<file path="src/rtl/sa_tile_sequencer_if.sv">
// Host/array-side bundle for the systolic-array tile sequencer.
// Host drives start/num_tiles/hold/abort; the sequencer drives the rest.
interface sa_tile_sequencer_if #(
  parameter int CNT_W  = 9,
  parameter int TILE_W = 8
);
  logic              start;
  logic [TILE_W-1:0] num_tiles;
  logic              hold;
  logic              abort;
  logic              ready;
  logic              busy;
  logic              w_load_en;
  logic              in_feed_en;
  logic              out_drain_en;
  logic [CNT_W-1:0]  phase_idx;
  logic [TILE_W-1:0] tile_idx;
  logic [2:0]        phase;
  logic              done;

  modport master (
    output start, num_tiles, hold, abort,
    input  ready, busy, w_load_en, in_feed_en,
    input  out_drain_en, phase_idx, tile_idx,
    input  phase, done
  );

  modport slave (
    input  start, num_tiles, hold, abort,
    output ready, busy, w_load_en, in_feed_en,
    output out_drain_en, phase_idx, tile_idx,
    output phase, done
  );
endinterface

</file>
<file path="src/rtl/sa_tile_sequencer.sv">
// Phase controller for the 128x128 systolic array: runs N tiles of
// weight load / input feed / output drain back to back.
module sa_tile_sequencer #(
  parameter int ARRAY_DIM = 128,
  parameter int FEED_LEN  = 128,
  parameter int DRAIN_LEN = 255,
  parameter int CNT_W     = 9,
  parameter int TILE_W    = 8
) (
  input logic                clk,
  input logic                rstn,
  sa_tile_sequencer_if.slave bus
);

  typedef enum logic [2:0] {
    IDLE   = 3'd0,
    LOAD_W = 3'd1,
    FEED   = 3'd2,
    DRAIN  = 3'd3,
    DONE   = 3'd4
  } state_e;

  localparam logic [CNT_W-1:0] W_LAST =
    CNT_W'(ARRAY_DIM - 1);
  localparam logic [CNT_W-1:0] F_LAST =
    CNT_W'(FEED_LEN - 1);
  localparam logic [CNT_W-1:0] D_LAST =
    CNT_W'(DRAIN_LEN - 1);

  state_e            state_q, state_d;
  logic [CNT_W-1:0]  idx_q, idx_d;
  logic [TILE_W-1:0] tile_q, tile_d;
  logic [TILE_W-1:0] ntiles_q, ntiles_d;
  logic              last_tile;

  assign last_tile =
    (tile_q == (ntiles_q - TILE_W'(1)));

  always_ff @(posedge clk or negedge rstn) begin
    if (!rstn) begin
      state_q  <= IDLE;
      idx_q    <= '0;
      tile_q   <= '0;
      ntiles_q <= '0;
    end else begin
      state_q  <= state_d;
      idx_q    <= idx_d;
      tile_q   <= tile_d;
      ntiles_q <= ntiles_d;
    end
  end

  // abort outranks hold so a stalled run can still be cancelled
  always_comb begin
    state_d  = state_q;
    idx_d    = idx_q;
    tile_d   = tile_q;
    ntiles_d = ntiles_q;
    if (bus.abort && (state_q != IDLE)) begin
      state_d = IDLE;
      idx_d   = '0;
    end else if (!bus.hold) begin
      unique case (state_q)
        IDLE: begin
          if (bus.start) begin
            ntiles_d = bus.num_tiles;
            tile_d   = '0;
            idx_d    = '0;
            state_d  = (bus.num_tiles != '0) ?
                       LOAD_W : DONE;
          end
        end
        LOAD_W: begin
          if (idx_q == W_LAST) begin
            state_d = FEED;
            idx_d   = '0;
          end else begin
            idx_d = idx_q + CNT_W'(1);
          end
        end
        FEED: begin
          if (idx_q == F_LAST) begin
            state_d = DRAIN;
            idx_d   = '0;
          end else begin
            idx_d = idx_q + CNT_W'(1);
          end
        end
        DRAIN: begin
          if (idx_q == D_LAST) begin
            idx_d = '0;
            if (last_tile) begin
              state_d = DONE;
            end else begin
              state_d = LOAD_W;
              tile_d  = tile_q + TILE_W'(1);
            end
          end else begin
            idx_d = idx_q + CNT_W'(1);
          end
        end
        DONE:    state_d = IDLE;
        default: state_d = IDLE;
      endcase
    end
  end

  always_comb begin
    bus.ready        = 1'b0;
    bus.busy         = 1'b0;
    bus.w_load_en    = 1'b0;
    bus.in_feed_en   = 1'b0;
    bus.out_drain_en = 1'b0;
    bus.done         = 1'b0;
    bus.phase        = state_q;
    bus.phase_idx    = idx_q;
    bus.tile_idx     = tile_q;
    unique case (1'b1)
      (state_q == IDLE): bus.ready = 1'b1;
      (state_q == LOAD_W): begin
        bus.busy      = 1'b1;
        bus.w_load_en = !bus.hold;
      end
      (state_q == FEED): begin
        bus.busy       = 1'b1;
        bus.in_feed_en = !bus.hold;
      end
      (state_q == DRAIN): begin
        bus.busy         = 1'b1;
        bus.out_drain_en = !bus.hold;
      end
      (state_q == DONE): bus.done = 1'b1;
      default: bus.ready = 1'b0;
    endcase
  end

endmodule

</file>
<file path="src/flat_wrapper.sv">
// flat-port wrapper written by rule: the top's interface ports become plain ports
module sa_tile_sequencer_flat 
#(
  parameter int ARRAY_DIM = 128,
  parameter int FEED_LEN  = 128,
  parameter int DRAIN_LEN = 255,
  parameter int CNT_W     = 9,
  parameter int TILE_W    = 8
)
  (clk, rstn, bus_start, bus_num_tiles, bus_hold, bus_abort, bus_ready, bus_busy, bus_w_load_en, bus_in_feed_en, bus_out_drain_en, bus_phase_idx, bus_tile_idx, bus_phase, bus_done);
  sa_tile_sequencer_if #(.CNT_W(CNT_W), .TILE_W(TILE_W)) bus_i ();
  input logic clk;
  input logic rstn;
  input wire logic [$bits(bus_i.start)-1:0] bus_start;
  input wire logic [$bits(bus_i.num_tiles)-1:0] bus_num_tiles;
  input wire logic [$bits(bus_i.hold)-1:0] bus_hold;
  input wire logic [$bits(bus_i.abort)-1:0] bus_abort;
  output wire logic [$bits(bus_i.ready)-1:0] bus_ready;
  output wire logic [$bits(bus_i.busy)-1:0] bus_busy;
  output wire logic [$bits(bus_i.w_load_en)-1:0] bus_w_load_en;
  output wire logic [$bits(bus_i.in_feed_en)-1:0] bus_in_feed_en;
  output wire logic [$bits(bus_i.out_drain_en)-1:0] bus_out_drain_en;
  output wire logic [$bits(bus_i.phase_idx)-1:0] bus_phase_idx;
  output wire logic [$bits(bus_i.tile_idx)-1:0] bus_tile_idx;
  output wire logic [$bits(bus_i.phase)-1:0] bus_phase;
  output wire logic [$bits(bus_i.done)-1:0] bus_done;
  assign bus_i.start = bus_start;
  assign bus_i.num_tiles = bus_num_tiles;
  assign bus_i.hold = bus_hold;
  assign bus_i.abort = bus_abort;
  assign bus_ready = bus_i.ready;
  assign bus_busy = bus_i.busy;
  assign bus_w_load_en = bus_i.w_load_en;
  assign bus_in_feed_en = bus_i.in_feed_en;
  assign bus_out_drain_en = bus_i.out_drain_en;
  assign bus_phase_idx = bus_i.phase_idx;
  assign bus_tile_idx = bus_i.tile_idx;
  assign bus_phase = bus_i.phase;
  assign bus_done = bus_i.done;
  sa_tile_sequencer #(.ARRAY_DIM(ARRAY_DIM), .FEED_LEN(FEED_LEN), .DRAIN_LEN(DRAIN_LEN), .CNT_W(CNT_W), .TILE_W(TILE_W)) u_core (.clk(clk), .rstn(rstn), .bus(bus_i));
endmodule
</file>
<file path="config.mk">
export PLATFORM = sky130hd
export DESIGN_NAME = sa_tile_sequencer_flat
export DESIGN_NICKNAME = d
export VERILOG_FILES = /design/src/rtl/sa_tile_sequencer_if.sv /design/src/rtl/sa_tile_sequencer.sv /design/src/flat_wrapper.sv
export SDC_FILE = /design/constraint.sdc
export NUM_CORES = 1
export LEC_CHECK = 0
export CORE_MARGIN = 5
export CORE_UTILIZATION = 23
export CTS_CLUSTER_DIAMETER = 40
export DETAILED_ROUTE_END_ITERATION = 12
export PLACE_DENSITY = 0.54
export SKIP_LAST_GASP = 1
export SYNTH_ARGS = -nofsm -noshare
export SYNTH_HDL_FRONTEND = slang
export SYNTH_SLANG_ARGS = --single-unit
</file>
<file path="constraint.sdc">
create_clock -name clk -period 2.95 [get_ports clk]
set_input_delay 0.295 -clock clk [delete_from_list [all_inputs] [get_ports clk]]
set_output_delay 0.295 -clock clk [all_outputs]
set_load 0.01 [all_outputs]
</file>
# After elaboration in Yosys (flattened, before gate mapping)
# Cells that the tools add are included.
classes:
  add_sub_neg: 3
  eq_ne: 15
  mux: 25
  bitwise_logic: 2
  reduce_logical: 13
ops:
  columns: ["cell", "n"]
  rows:
  - ["$mux W9", 5]
  - ["$pmux W9 S3", 1]
  - ["$mux W3", 8]
  - ["$mux W8", 3]
  - ["$pmux W8 S2", 1]
  - ["$pmux W3 S4", 1]
  - ["$add A9 B1 Y9 const B", 1]
  - ["$eq A9 B7 Y1 const B", 1]
  - ["$eq A9 B8 Y1 const B", 1]
  - ["$ne A3 B1 Y1 const B", 3]
  - ["$add A8 B1 Y8 const B", 1]
  - ["$eq A8 B8 Y1", 1]
  - ["$reduce_bool A8 Y1", 1]
  - ["$sub A8 B1 Y8 const B", 1]
  - ["$eq A3 B2 Y1 const B", 2]
  - ["$mux W1", 6]
  - ["$reduce_and A6 Y1", 1]
  - ["$reduce_and A5 Y1", 1]
  - ["$ne A2 B1 Y1 const B", 2]
  - ["$ne A2 B2 Y1 const B", 2]
  - ["$reduce_and A4 Y1", 1]
  - ["$reduce_bool A4 Y1", 1]
  - ["$eq A3 B1 Y1 const B", 1]
  - ["$eq A3 B3 Y1 const B", 1]
  - ["10 further kinds", 11]
totals:
  reg_bits: 28
  output_inout_bits: 26

# Logic depth before layout (Yosys ltp)
# Gate-level depths: netlist of the first run.
logic_depth:
  depth_word: 7
  mapped_depth: 9
  ltp_nobuf: 9

# Worst setup path after synthesis of the first run
# No wires, ideal clock.
synth_path:
  kind: "register -> register"
  from: "register u_core.ntiles_q[0]"
  to: "register u_core.tile_q[2] (netlist: u_core.bus.tile_idx[2])"
  setup_ns: 0.128
  arrival_ns: 2.020
  t_required_ns: 2.822
  slack_ns: 0.802
  path_stages_with_launch: 8
  n_path_buf: 0
  period_less_slack_ns: 2.148
  path_cell_list: "dfrtp_1 -> or4_4 -> o21ai_1 -> a21oi_1 -> o311ai_4 -> o21ai_2 -> nor2_1 -> mux2_1"
synth_between:
  elab_chain_cells: 4
synth_rtl:
  columns: ["element", "line_no", "rtl"]
  rows:
  - ["from (decl)", "sa_tile_sequencer.sv:33", "logic [TILE_W-1:0] ntiles_q, ntiles_d;"]
  - ["from (signal assigned)", "sa_tile_sequencer.sv:49", "ntiles_q <= ntiles_d;"]
  - ["$sub A8 B1 Y8", "sa_tile_sequencer.sv:37", "(tile_q == (ntiles_q - TILE_W'(1)));"]
  - ["$eq A8 B8 Y1", "sa_tile_sequencer.sv:37", null]
  - ["$ne A2 B2 Y1 (no line)", null, null]
  - ["$reduce_and A6 Y1 (no line)", null, null]
  - ["to (signal assigned)", "sa_tile_sequencer.sv:48", "tile_q <= tile_d;"]
  - ["to (decl)", "sa_tile_sequencer.sv:32", "logic [TILE_W-1:0] tile_q, tile_d;"]
# No other way between the ends.
# A chain may end at the register's enable or synchronous reset.

# Final worst setup path of the first run
layout_path:
  from: "register u_core.ntiles_q[0]"
  to: "register u_core.tile_q[7] (netlist: u_core.bus.tile_idx[7])"
# The elaborated chain is that of the path after synthesis.

==> flow_metrics.env, run 1 <==
export IMPL_syn_mean_instance_area_um2=8.92
export IMPL_cts_tree="built"
export IMPL_cts_hold_buffers=0
export IMPL_top_flip_flop_cell_by_instance_count_after_synthesis="sky130_fd_sc_hd__dfrtp_1"
export IMPL_fin_crit_sh=0.788
export IMPL_cap_viol_max_count=0
export IMPL_worst_r2r_cell_count=7
export IMPL_path_cells="or4_4, o21ai_1, a21oi_1, o311ai_4, nor2_2, or3_1, a21oi_1"
export IMPL_crit_family="simple AND/OR/NAND/NOR gates"
export IMPL_port_buffers=38
export IMPL_clock_sinks=28
export IMPL_initial_utilization=0.239
export IMPL_die_height_um=97.2
export IMPL_cts_buffers_inserted=3
export IMPL_crit_path_frequent_cell="sky130_fd_sc_hd__a21oi_1"
export IMPL_gpl_final_weighted_congestion=0.771
export IMPL_setup_repair_after_global_routing_missed_its_margin="no"
export IMPL_synth_enable_flop_cells=0
export IMPL_cp_max_fo=8
export IMPL_dpl_instance_area_um2=2250
export IMPL_synth_fp_nets=213
export IMPL_detail_route_vias_per_cell=4.73
export IMPL_max_clock_path_buffers=2
export IMPL_dpl_cell_count=331
export IMPL_crit_path_kind="reg -> reg"
export IMPL_path_buf_inv=0
export IMPL_leakage_nw=0.893
export IMPL_via_count=1579
export IMPL_insertion_delay_ps=270
export IMPL_post_dp_hpwl_um=3460
export IMPL_design_die_area_um2=9450
export IMPL_max_slew_violation_count=0
export IMPL_timing_critical_path_to_type="flip-flop"
export IMPL_synth_seq_area_share=0.401
export IMPL_fin_crit_ps=2320
export IMPL_final_cell_mix="38 x sky130_fd_sc_hd__clkdlybuf4s50_1, 28 x sky130_fd_sc_hd__dfrtp_1, 21 x sky130_fd_sc_hd__nor2_1, 15 x sky130_fd_sc_hd__nand2_1, 14 x sky130_fd_sc_hd__o21ai_0"
export IMPL_fin_tns_setup_ps=0
export IMPL_worst_r2r_setup_slack_ps=630
export IMPL_final_antenna_net_count=0
export IMPL_antenna_found_initial=0
export IMPL_netlist_area_um2=1750
export IMPL_final_layout_size_suffix_gt1_frac=0.0681
export IMPL_crit_reg2reg_launch="u_core.ntiles_q[0]"
export IMPL_hold_path_class="in -> async"
export IMPL_routed_wire_length_per_instance_um=13.7
export IMPL_stdcell_count=334
export IMPL_post_synth_num_cell_types=45
export IMPL_dr_first_iter_drc_count=40
export IMPL_antenna_cells_inserted=0
export IMPL_status="finished clean"
export IMPL_worst_pin_slew_ps=559
export IMPL_htree_num_levels=1
export IMPL_report_final_setup_viol=0
export IMPL_chipWidth_um=97.2
export IMPL_multi_input_area_um2=996
export IMPL_postSynth_asyncResetShare=1.00
export IMPL_final_cell_area_um2=2290
export IMPL_hold_viol=0
export IMPL_root_buffer="sky130_fd_sc_hd__clkbuf_8"
export IMPL_layout_commonest_cell="sky130_fd_sc_hd__clkdlybuf4s50_1"
export IMPL_core_area_um2=7330
export IMPL_cts_repair_resize_count=0
export IMPL_synth_seq_cells=28
export IMPL_timing_critical_path_arrival_ps=2530
export IMPL_max_slew_margin=0.624
export IMPL_cpPeakStageDelay_ps=560
export IMPL_number_of_instances_in_the_synthesized_netlist=196
export IMPL_grt_start_max_net_pins=29
export IMPL_flow_area_growth_from_synthesis_pct=31.2
export IMPL_grt_overflow_total=0
export IMPL_grt_pass1_vias=1678
export IMPL_synth_warning_count=0
export IMPL_finClkSkew_ps=4.17
export IMPL_nFillCells=773
export IMPL_num_rows=31
export IMPL_drt_total_wl_um=4590
export IMPL_cts_repair_timing_setup_buffer_count=0
export IMPL_start_kind="flip-flop"
export IMPL_vdd_drop_max_mv=0.236
export IMPL_drtPass1Iterations=4
export IMPL_area_sequential_um2=701
export IMPL_grt_first_pass_wirelength_um=8250
export IMPL_layout_core_utilization=0.313
export IMPL_reg2reg_end="u_core.bus.tile_idx[7]"
export IMPL_layout_nets=254
export IMPL_max_freq_mhz=430
export IMPL_worstPathRequired_ps=3150
export IMPL_clk_pin_slew_worst_paths_ps=100
export IMPL_preCtsSetupSlack_ps=628
export IMPL_track_usage=0.103
export IMPL_setup_ws_ps=626
export IMPL_remaining_drc_errors=0
export IMPL_design_portCount=39
export IMPL_power_density_nw_per_um2=624
export IMPL_crit_slowest_cell="sky130_fd_sc_hd__or4_4"
[Yosys cell counts (2+ instances only)]
library cell / number / area (um^2)
sky130_fd_sc_hd__nor4_1: 3 / 18.8
sky130_fd_sc_hd__a211o_1: 2 / 17.5
sky130_fd_sc_hd__inv_1: 10 / 37.5
sky130_fd_sc_hd__nand3b_1: 2 / 15.0
sky130_fd_sc_hd__and3_1: 3 / 18.8
sky130_fd_sc_hd__ha_1: 4 / 50.1
sky130_fd_sc_hd__mux2_2: 5 / 56.3
sky130_fd_sc_hd__clkbuf_1: 3 / 11.3
sky130_fd_sc_hd__dfrtp_1: 28 / 701
sky130_fd_sc_hd__nand2b_1: 5 / 31.3
sky130_fd_sc_hd__o21ai_0: 14 / 70.1
sky130_fd_sc_hd__a22o_1: 3 / 26.3
sky130_fd_sc_hd__nand4_1: 9 / 56.3
sky130_fd_sc_hd__and2_1: 3 / 18.8
sky130_fd_sc_hd__a21oi_1: 11 / 55.1
sky130_fd_sc_hd__nor2_1: 21 / 78.8
sky130_fd_sc_hd__nand3_1: 7 / 35.0
sky130_fd_sc_hd__nand2_1: 15 / 56.3
sky130_fd_sc_hd__or3_1: 6 / 37.5
sky130_fd_sc_hd__xnor2_1: 5 / 43.8
sky130_fd_sc_hd__nor3_1: 4 / 20.0
sky130_fd_sc_hd__xor2_1: 9 / 78.8
sky130_fd_sc_hd__o211ai_1: 2 / 15.0
[stage by stage]
step | hold slack [ps] | power [W]
floorplan | -0.591 | 0.00100
global placement | 516 | 0.00123
detailed placement | 522 | 0.00123
CTS | 433 | 0.00145
global route | 467 | 0.00156
finish | 408 | 0.00143
[area by class of cell]
cell class,instances,area share
multi-input combinational,154,0.434
tap,99,0.0540
sequential,28,0.305
timing repair buffer,40,0.172
clock buffer,3,0.0180
inverter,10,0.0164
[worst max path at each step]
stage | startpoint | endpoint | slack [ps] | depth (start not counted)
after CTS | u_core.ntiles_q[0] | u_core.bus.tile_idx[0] | 600 | 7
after floorplan | u_core.ntiles_q[0] | u_core.bus.tile_idx[2] | 800 | 7
final | u_core.ntiles_q[0] | u_core.bus.tile_idx[7] | 630 | 7
after global placement | bus_abort | u_core.bus.tile_idx[2] | 660 | 7
after detailed placement | u_core.ntiles_q[0] | u_core.bus.tile_idx[0] | 630 | 7
after global routing | u_core.bus.phase[0] | u_core.bus.tile_idx[7] | 360 | 7
[layer usage]
metal	share of wire	global-route usage	vias to the layer above
met3	0.061	0.0345	0
met2	0.45	0.167	39
met1	0.48	0.140	749
met5	0	0	-
li1	-	-	791
met4	0	0.00648	0
[state kept, by name (all words and copies together), names as in the netlist]
signal	count
u_core.bus.phase	3
u_core.bus.phase_idx	9
u_core.bus.tile_idx	8
u_core.ntiles_q	8
[cell families (layout without fill, tap and decap cells)]
logic type | count (synthesis) | in the layout | share of synthesized area
muxes | 6 | 6 | 0.0386
AOI/OAI and AO/OA | 43 | 43 | 0.166
buffers and inverters | 14 | 53 | 0.0300
DFF | 28 | 28 | 0.401
and+or+nand+nor | 87 | 87 | 0.266
adders and majority gates | 4 | 4 | 0.0286
xor gates and xnor gates | 14 | 14 | 0.0701
[power by group]
| group | total (W) | switching, W | internal, W |
|---|---|---|---|
| registers | 0.000563 | 0.000107 | 0.000456 |
| logic | 0.000656 | 0.000350 | 0.000306 |
| clock network | 0.000214 | 0.000122 | 0.0000918 |
No activity file was read; power rests on OpenSTA's default activity.
==> inputs of run 2 (changes only) <==
PLACE_DENSITY = 0.55   (was 0.54)
clock period = 1.89 ns   (was 2.95 ns; I/O delays follow)
==> run 2 against run 1 <==
Critical path type unchanged; the run now ends with setup timing left; final cell count rose by 13%; first-iteration DRC count is 33% higher; highest routed layer is now met4; largest power group unchanged; non-clock buffer count increased by 44.
==> flow_metrics.env, run 2 (synthesis gave the netlist of run 1 again) <==
export IMPL_root_buffer="sky130_fd_sc_hd__clkbuf_8"
export IMPL_setup_repair_after_global_routing_missed_its_margin="yes"
export IMPL_track_usage=0.104
export IMPL_path_buf_inv=0
export IMPL_timing_critical_path_arrival_ps=2490
export IMPL_worst_r2r_setup_slack_ps=-390
export IMPL_insertion_delay_ps=280
export IMPL_grt_overflow_total=0
export IMPL_routed_wire_length_per_instance_um=12.8
export IMPL_chipWidth_um=97.2
export IMPL_clock_sinks=28
export IMPL_hold_path_class="in -> async"
export IMPL_worstPathRequired_ps=2100
export IMPL_fin_crit_ps=2280
export IMPL_start_kind="flip-flop"
export IMPL_dr_first_iter_drc_count=53
export IMPL_max_freq_mhz=440
export IMPL_grt_pass1_vias=1722
export IMPL_hold_viol=0
export IMPL_worst_pin_slew_ps=417
export IMPL_die_height_um=97.2
export IMPL_max_slew_margin=0.719
export IMPL_vdd_drop_max_mv=0.409
export IMPL_crit_family="simple AND/OR/NAND/NOR gates"
export IMPL_timing_critical_path_to_type="flip-flop"
export IMPL_antenna_cells_inserted=0
export IMPL_fin_crit_sh=1.20
export IMPL_drt_total_wl_um=4870
export IMPL_cts_tree="built"
export IMPL_reg2reg_end="u_core.bus.tile_idx[4]"
export IMPL_final_antenna_net_count=0
export IMPL_cap_viol_max_count=0
export IMPL_clk_pin_slew_worst_paths_ps=100
export IMPL_port_buffers=38
export IMPL_design_portCount=39
export IMPL_worst_r2r_cell_count=7
export IMPL_grt_start_max_net_pins=29
export IMPL_design_die_area_um2=9450
export IMPL_grt_first_pass_wirelength_um=8290
export IMPL_cp_max_fo=8
export IMPL_cpPeakStageDelay_ps=580
export IMPL_layout_commonest_cell="sky130_fd_sc_hd__buf_4"
export IMPL_remaining_drc_errors=0
export IMPL_crit_reg2reg_launch="u_core.ntiles_q[1]"
export IMPL_leakage_nw=1.16
export IMPL_failed_checks="setup timing"
export IMPL_crit_path_kind="reg -> reg"
export IMPL_cts_hold_buffers=0
export IMPL_status="complete, but fails checks"
export IMPL_drtPass1Iterations=4
export IMPL_core_area_um2=7330
export IMPL_flow_area_growth_from_synthesis_pct=54.4
export IMPL_initial_utilization=0.239
export IMPL_report_final_setup_viol=10
export IMPL_path_cells="or4_4, o211ai_1, o31ai_1, o311ai_4, nor2_4, or3_1, a21oi_1"
export IMPL_detail_route_vias_per_cell=4.54
export IMPL_post_dp_hpwl_um=3850
export IMPL_final_layout_size_suffix_gt1_frac=0.257
export IMPL_cts_buffers_inserted=3
export IMPL_finClkSkew_ps=4.86
export IMPL_largest_register_ff_count=9
export IMPL_max_slew_violation_count=0
export IMPL_antenna_found_initial=0
export IMPL_fin_hold_ws_ps=284
export IMPL_crit_slowest_cell="sky130_fd_sc_hd__or4_4"
export IMPL_layout_nets=298
export IMPL_gpl_final_weighted_congestion=0.797
export IMPL_num_rows=31
export IMPL_setup_ws_ps=-385
export IMPL_power_density_nw_per_um2=1010
export IMPL_htree_num_levels=1
export IMPL_via_count=1722
export IMPL_preCtsSetupSlack_ps=-430
export IMPL_layout_core_utilization=0.368
export IMPL_final_cell_mix="45 x sky130_fd_sc_hd__buf_4, 34 x sky130_fd_sc_hd__clkdlybuf4s50_1, 28 x sky130_fd_sc_hd__dfrtp_1, 19 x sky130_fd_sc_hd__nor2_1, 15 x sky130_fd_sc_hd__nand2_1"
export IMPL_nFillCells=753
export IMPL_max_clock_path_buffers=2
## run 2: how the worst max path moves through the flow
stage	depth (start not counted)	startpoint	slack [ps]	end
3_3_place_gp	7	u_core.ntiles_q[1]	-360	u_core.bus.tile_idx[0]
6_report	7	u_core.ntiles_q[1]	-390	u_core.bus.tile_idx[4]
2_1_floorplan	7	u_core.ntiles_q[0]	-260	u_core.bus.tile_idx[2]
4_1_cts	7	u_core.ntiles_q[1]	-380	u_core.bus.tile_idx[2]
5_1_grt	7	u_core.ntiles_q[1]	-510	u_core.bus.tile_idx[4]
3_5_place_dp	7	u_core.ntiles_q[1]	-430	u_core.bus.tile_idx[0]
## run 2: area by class of cell
type | instances | area (um^2) | area share
multi-input combinational | 154 | 1050 | 0.389
inverter | 10 | 37.5 | 0.0139
clock buffer | 4 | 55.1 | 0.0204
timing repair buffer | 84 | 733 | 0.272
sequential | 28 | 701 | 0.259
tap | 99 | 124 | 0.0459
## run 2: layer usage
metal | routed length (um) | part of all wire | vias to the layer above | global-route usage
met5 | 0 | 0 | - | 0
met4 | 61 | 0.013 | 0 | 0.0270
met2 | 2240 | 0.46 | 26 | 0.171
li1 | - | - | 883 | -
met1 | 2440 | 0.50 | 809 | 0.143
met3 | 133 | 0.027 | 4 | 0.0151
## run 2: per-stage QoR
stage               instances  area [um^2]  power [W]  setup TNS (ps)
CTS                       379         2690    0.00273           -3420
global placement          374         2610    0.00230           -2860
global route              379         2700    0.00296           -4600
finish                    379         2700    0.00274           -3380
floorplan                 196         1770    0.00157           -1960
detailed placement        374         2610    0.00232           -3480
## run 2: what timing repair did
item	CTS	global route
setup buffers	1	0
pin swaps	1	2
resized for setup	9	9
setup endpoints to repair	14	21
endpoints found under the hold margin	0	0
## run 2: power breakdown
part           switching (W)  internal (W)  leakage [nW]
Clock               0.000199      0.000187        0.0288
Sequential         0.0000884      0.000711         0.375
Combinational       0.000751      0.000800         0.756
Total                0.00104       0.00170          1.16
==> inputs of run 3 (changes only) <==
CAP_MARGIN = 20   (was not set)
SETUP_SLACK_MARGIN = 0.15   (was not set)
==> run 3 against run 2 <==
The run still ends with setup timing left; final cell count rose by 5.3%; combinational power rose by 18%; first-iteration DRC count rose by 64%; critical endpoint is now u_core.bus.tile_idx[3]; non-clock buffer count rose by 20; flip-flop and latch count did not move; clock skew rose by 1.2 ps; global-route usage rose by 0.93 points; routed wire length rose by 14%; critical path type unchanged; die area did not move; final area rose by 10%; largest power group unchanged.
==> flow_metrics.env, run 3 (synthesis gave the netlist of run 1 again) <==
export IMPL_remaining_drc_errors=0
export IMPL_crit_path_kind="reg -> reg"
export IMPL_drt_total_wl_um=5540
export IMPL_leakage_nw=1.27
export IMPL_largest_register_ff_count=9
export IMPL_num_rows=31
export IMPL_via_count=1858
export IMPL_layout_nets=318
export IMPL_gpl_final_weighted_congestion=0.803
export IMPL_nFillCells=727
export IMPL_flow_area_growth_from_synthesis_pct=70.0
export IMPL_grt_overflow_total=0
export IMPL_chipWidth_um=97.2
export IMPL_setup_repair_after_global_routing_missed_its_margin="yes"
export IMPL_max_slew_margin=0.680
export IMPL_design_die_area_um2=9450
export IMPL_fin_crit_sh=1.24
export IMPL_clk_pin_slew_worst_paths_ps=100
export IMPL_cts_tree="built"
export IMPL_clock_sinks=28
export IMPL_vdd_drop_max_mv=0.329
export IMPL_max_slew_violation_count=0
export IMPL_preCtsSetupSlack_ps=-429
export IMPL_dpl_cell_count=373
export IMPL_grt_pass1_vias=1891
export IMPL_insertion_delay_ps=280
export IMPL_cap_viol_max_count=0
export IMPL_detail_route_vias_per_cell=4.66
export IMPL_track_usage=0.113
export IMPL_hold_path_class="in -> async"
export IMPL_multi_input_area_um2=1160
export IMPL_worst_pin_slew_ps=476
export IMPL_timing_critical_path_arrival_ps=2560
export IMPL_max_freq_mhz=428
export IMPL_grt_start_max_net_pins=29
export IMPL_finClkSkew_ps=6.09
export IMPL_drtPass1Iterations=4
export IMPL_fin_crit_ps=2340
export IMPL_design_portCount=39
export IMPL_worstPathRequired_ps=2110
export IMPL_final_cell_mix="61 x sky130_fd_sc_hd__buf_4, 32 x sky130_fd_sc_hd__clkdlybuf4s50_1, 28 x sky130_fd_sc_hd__dfrtp_1, 16 x sky130_fd_sc_hd__nor2_1, 14 x sky130_fd_sc_hd__nand2_1"
export IMPL_report_final_setup_viol=10
export IMPL_timing_critical_path_to_type="flip-flop"
export IMPL_post_dp_hpwl_um=3960
export IMPL_fin_hold_ws_ps=285
export IMPL_hold_viol=0
export IMPL_htree_num_levels=1
export IMPL_setup_ws_ps=-446
export IMPL_cts_hold_buffers=0
export IMPL_stdcell_count=399
export IMPL_final_antenna_net_count=0
export IMPL_power_density_nw_per_um2=1010
export IMPL_dr_first_iter_drc_count=87
export IMPL_max_clock_path_buffers=2
export IMPL_failed_checks="setup timing"
export IMPL_layout_commonest_cell="sky130_fd_sc_hd__buf_4"
export IMPL_start_kind="flip-flop"
export IMPL_core_area_um2=7330
export IMPL_antenna_found_initial=0
export IMPL_area_sequential_um2=701
export IMPL_port_buffers=38
export IMPL_initial_utilization=0.239
export IMPL_cts_buffers_inserted=3
export IMPL_root_buffer="sky130_fd_sc_hd__clkbuf_8"
export IMPL_die_height_um=97.2
export IMPL_antenna_cells_inserted=0
export IMPL_final_layout_size_suffix_gt1_frac=0.350
export IMPL_routed_wire_length_per_instance_um=13.9
export IMPL_grt_first_pass_wirelength_um=9000
export IMPL_cp_max_fo=5
export IMPL_status="complete, but fails checks"
## run 3: per-stage QoR
stage | power [W] | setup TNS (ps) | area (um^2) | utilization
finish | 0.00301 | -3950 | 2970 | 0.406
global route | 0.00323 | -5090 | 2970 | 0.406
global placement | 0.00230 | -3000 | 2600 | 0.355
CTS | 0.00277 | -3670 | 2740 | 0.373
floorplan | 0.00161 | -1950 | 1780 | -
detailed placement | 0.00232 | -3710 | 2600 | 0.355
## run 3: worst max-delay path: stages, from the launching register on
cell	delay (ps)
sky130_fd_sc_hd__dfrtp_1	410
sky130_fd_sc_hd__or4_4	560
sky130_fd_sc_hd__o21ai_1	190
sky130_fd_sc_hd__a21oi_2	100
sky130_fd_sc_hd__o311ai_4	410
sky130_fd_sc_hd__o21ai_2	120
sky130_fd_sc_hd__or4_1	400
sky130_fd_sc_hd__nand2_1	90
## run 3: worst paths after layout
path / cells past startpoint / end / slack [ps] / from
worst max-delay path: 7 / u_core.bus.tile_idx[3] / -450 / u_core.ntiles_q[0]
worst min-delay path: 2 / u_core.bus.phase_idx[8] / 290 / rstn
worst max register to register: 7 / u_core.bus.tile_idx[3] / -450 / u_core.ntiles_q[0]
worst min register to register: 1 / u_core.ntiles_q[7] / 550 / u_core.ntiles_q[7]
max in group asynchronous: 2 / u_core.ntiles_q[3] / 1310 / rstn
min in group clk: 3 / u_core.ntiles_q[0] / 500 / bus_num_tiles[0]
## run 3: repair_timing
action / 4_1_cts / 5_1_grt
gates resized for setup: 19 / 24
buffers inserted: 7 / 15
endpoints found under the setup margin: 22 / 24
pin swaps: 6 / 15
cloned: 0 / 0
## run 3: layout make-up
| type | instances | area share |
|---|---|---|
| clock buffer | 4 | 0.0185 |
| inverter | 10 | 0.0126 |
| tap | 99 | 0.0417 |
| timing repair buffer | 104 | 0.300 |
| sequential | 28 | 0.236 |
| multi-input combinational | 154 | 0.391 |
## run 3: routing by layer
layer / vias to the layer above / share of wire / track usage
met4: 0 / 0.013 / 0.0292
met1: 891 / 0.46 / 0.148
met3: 8 / 0.047 / 0.0244
met2: 41 / 0.48 / 0.189
met5: - / 0 / 0
li1: 918 / - / -
## run 3: where the power goes
group / total, W / switching (W) / internal [W] / leakage, nW
sequential: 0.000796 / 0.0000845 / 0.000711 / 0.375
clock: 0.000387 / 0.000201 / 0.000187 / 0.0288
combinational: 0.00183 / 0.000871 / 0.000958 / 0.870
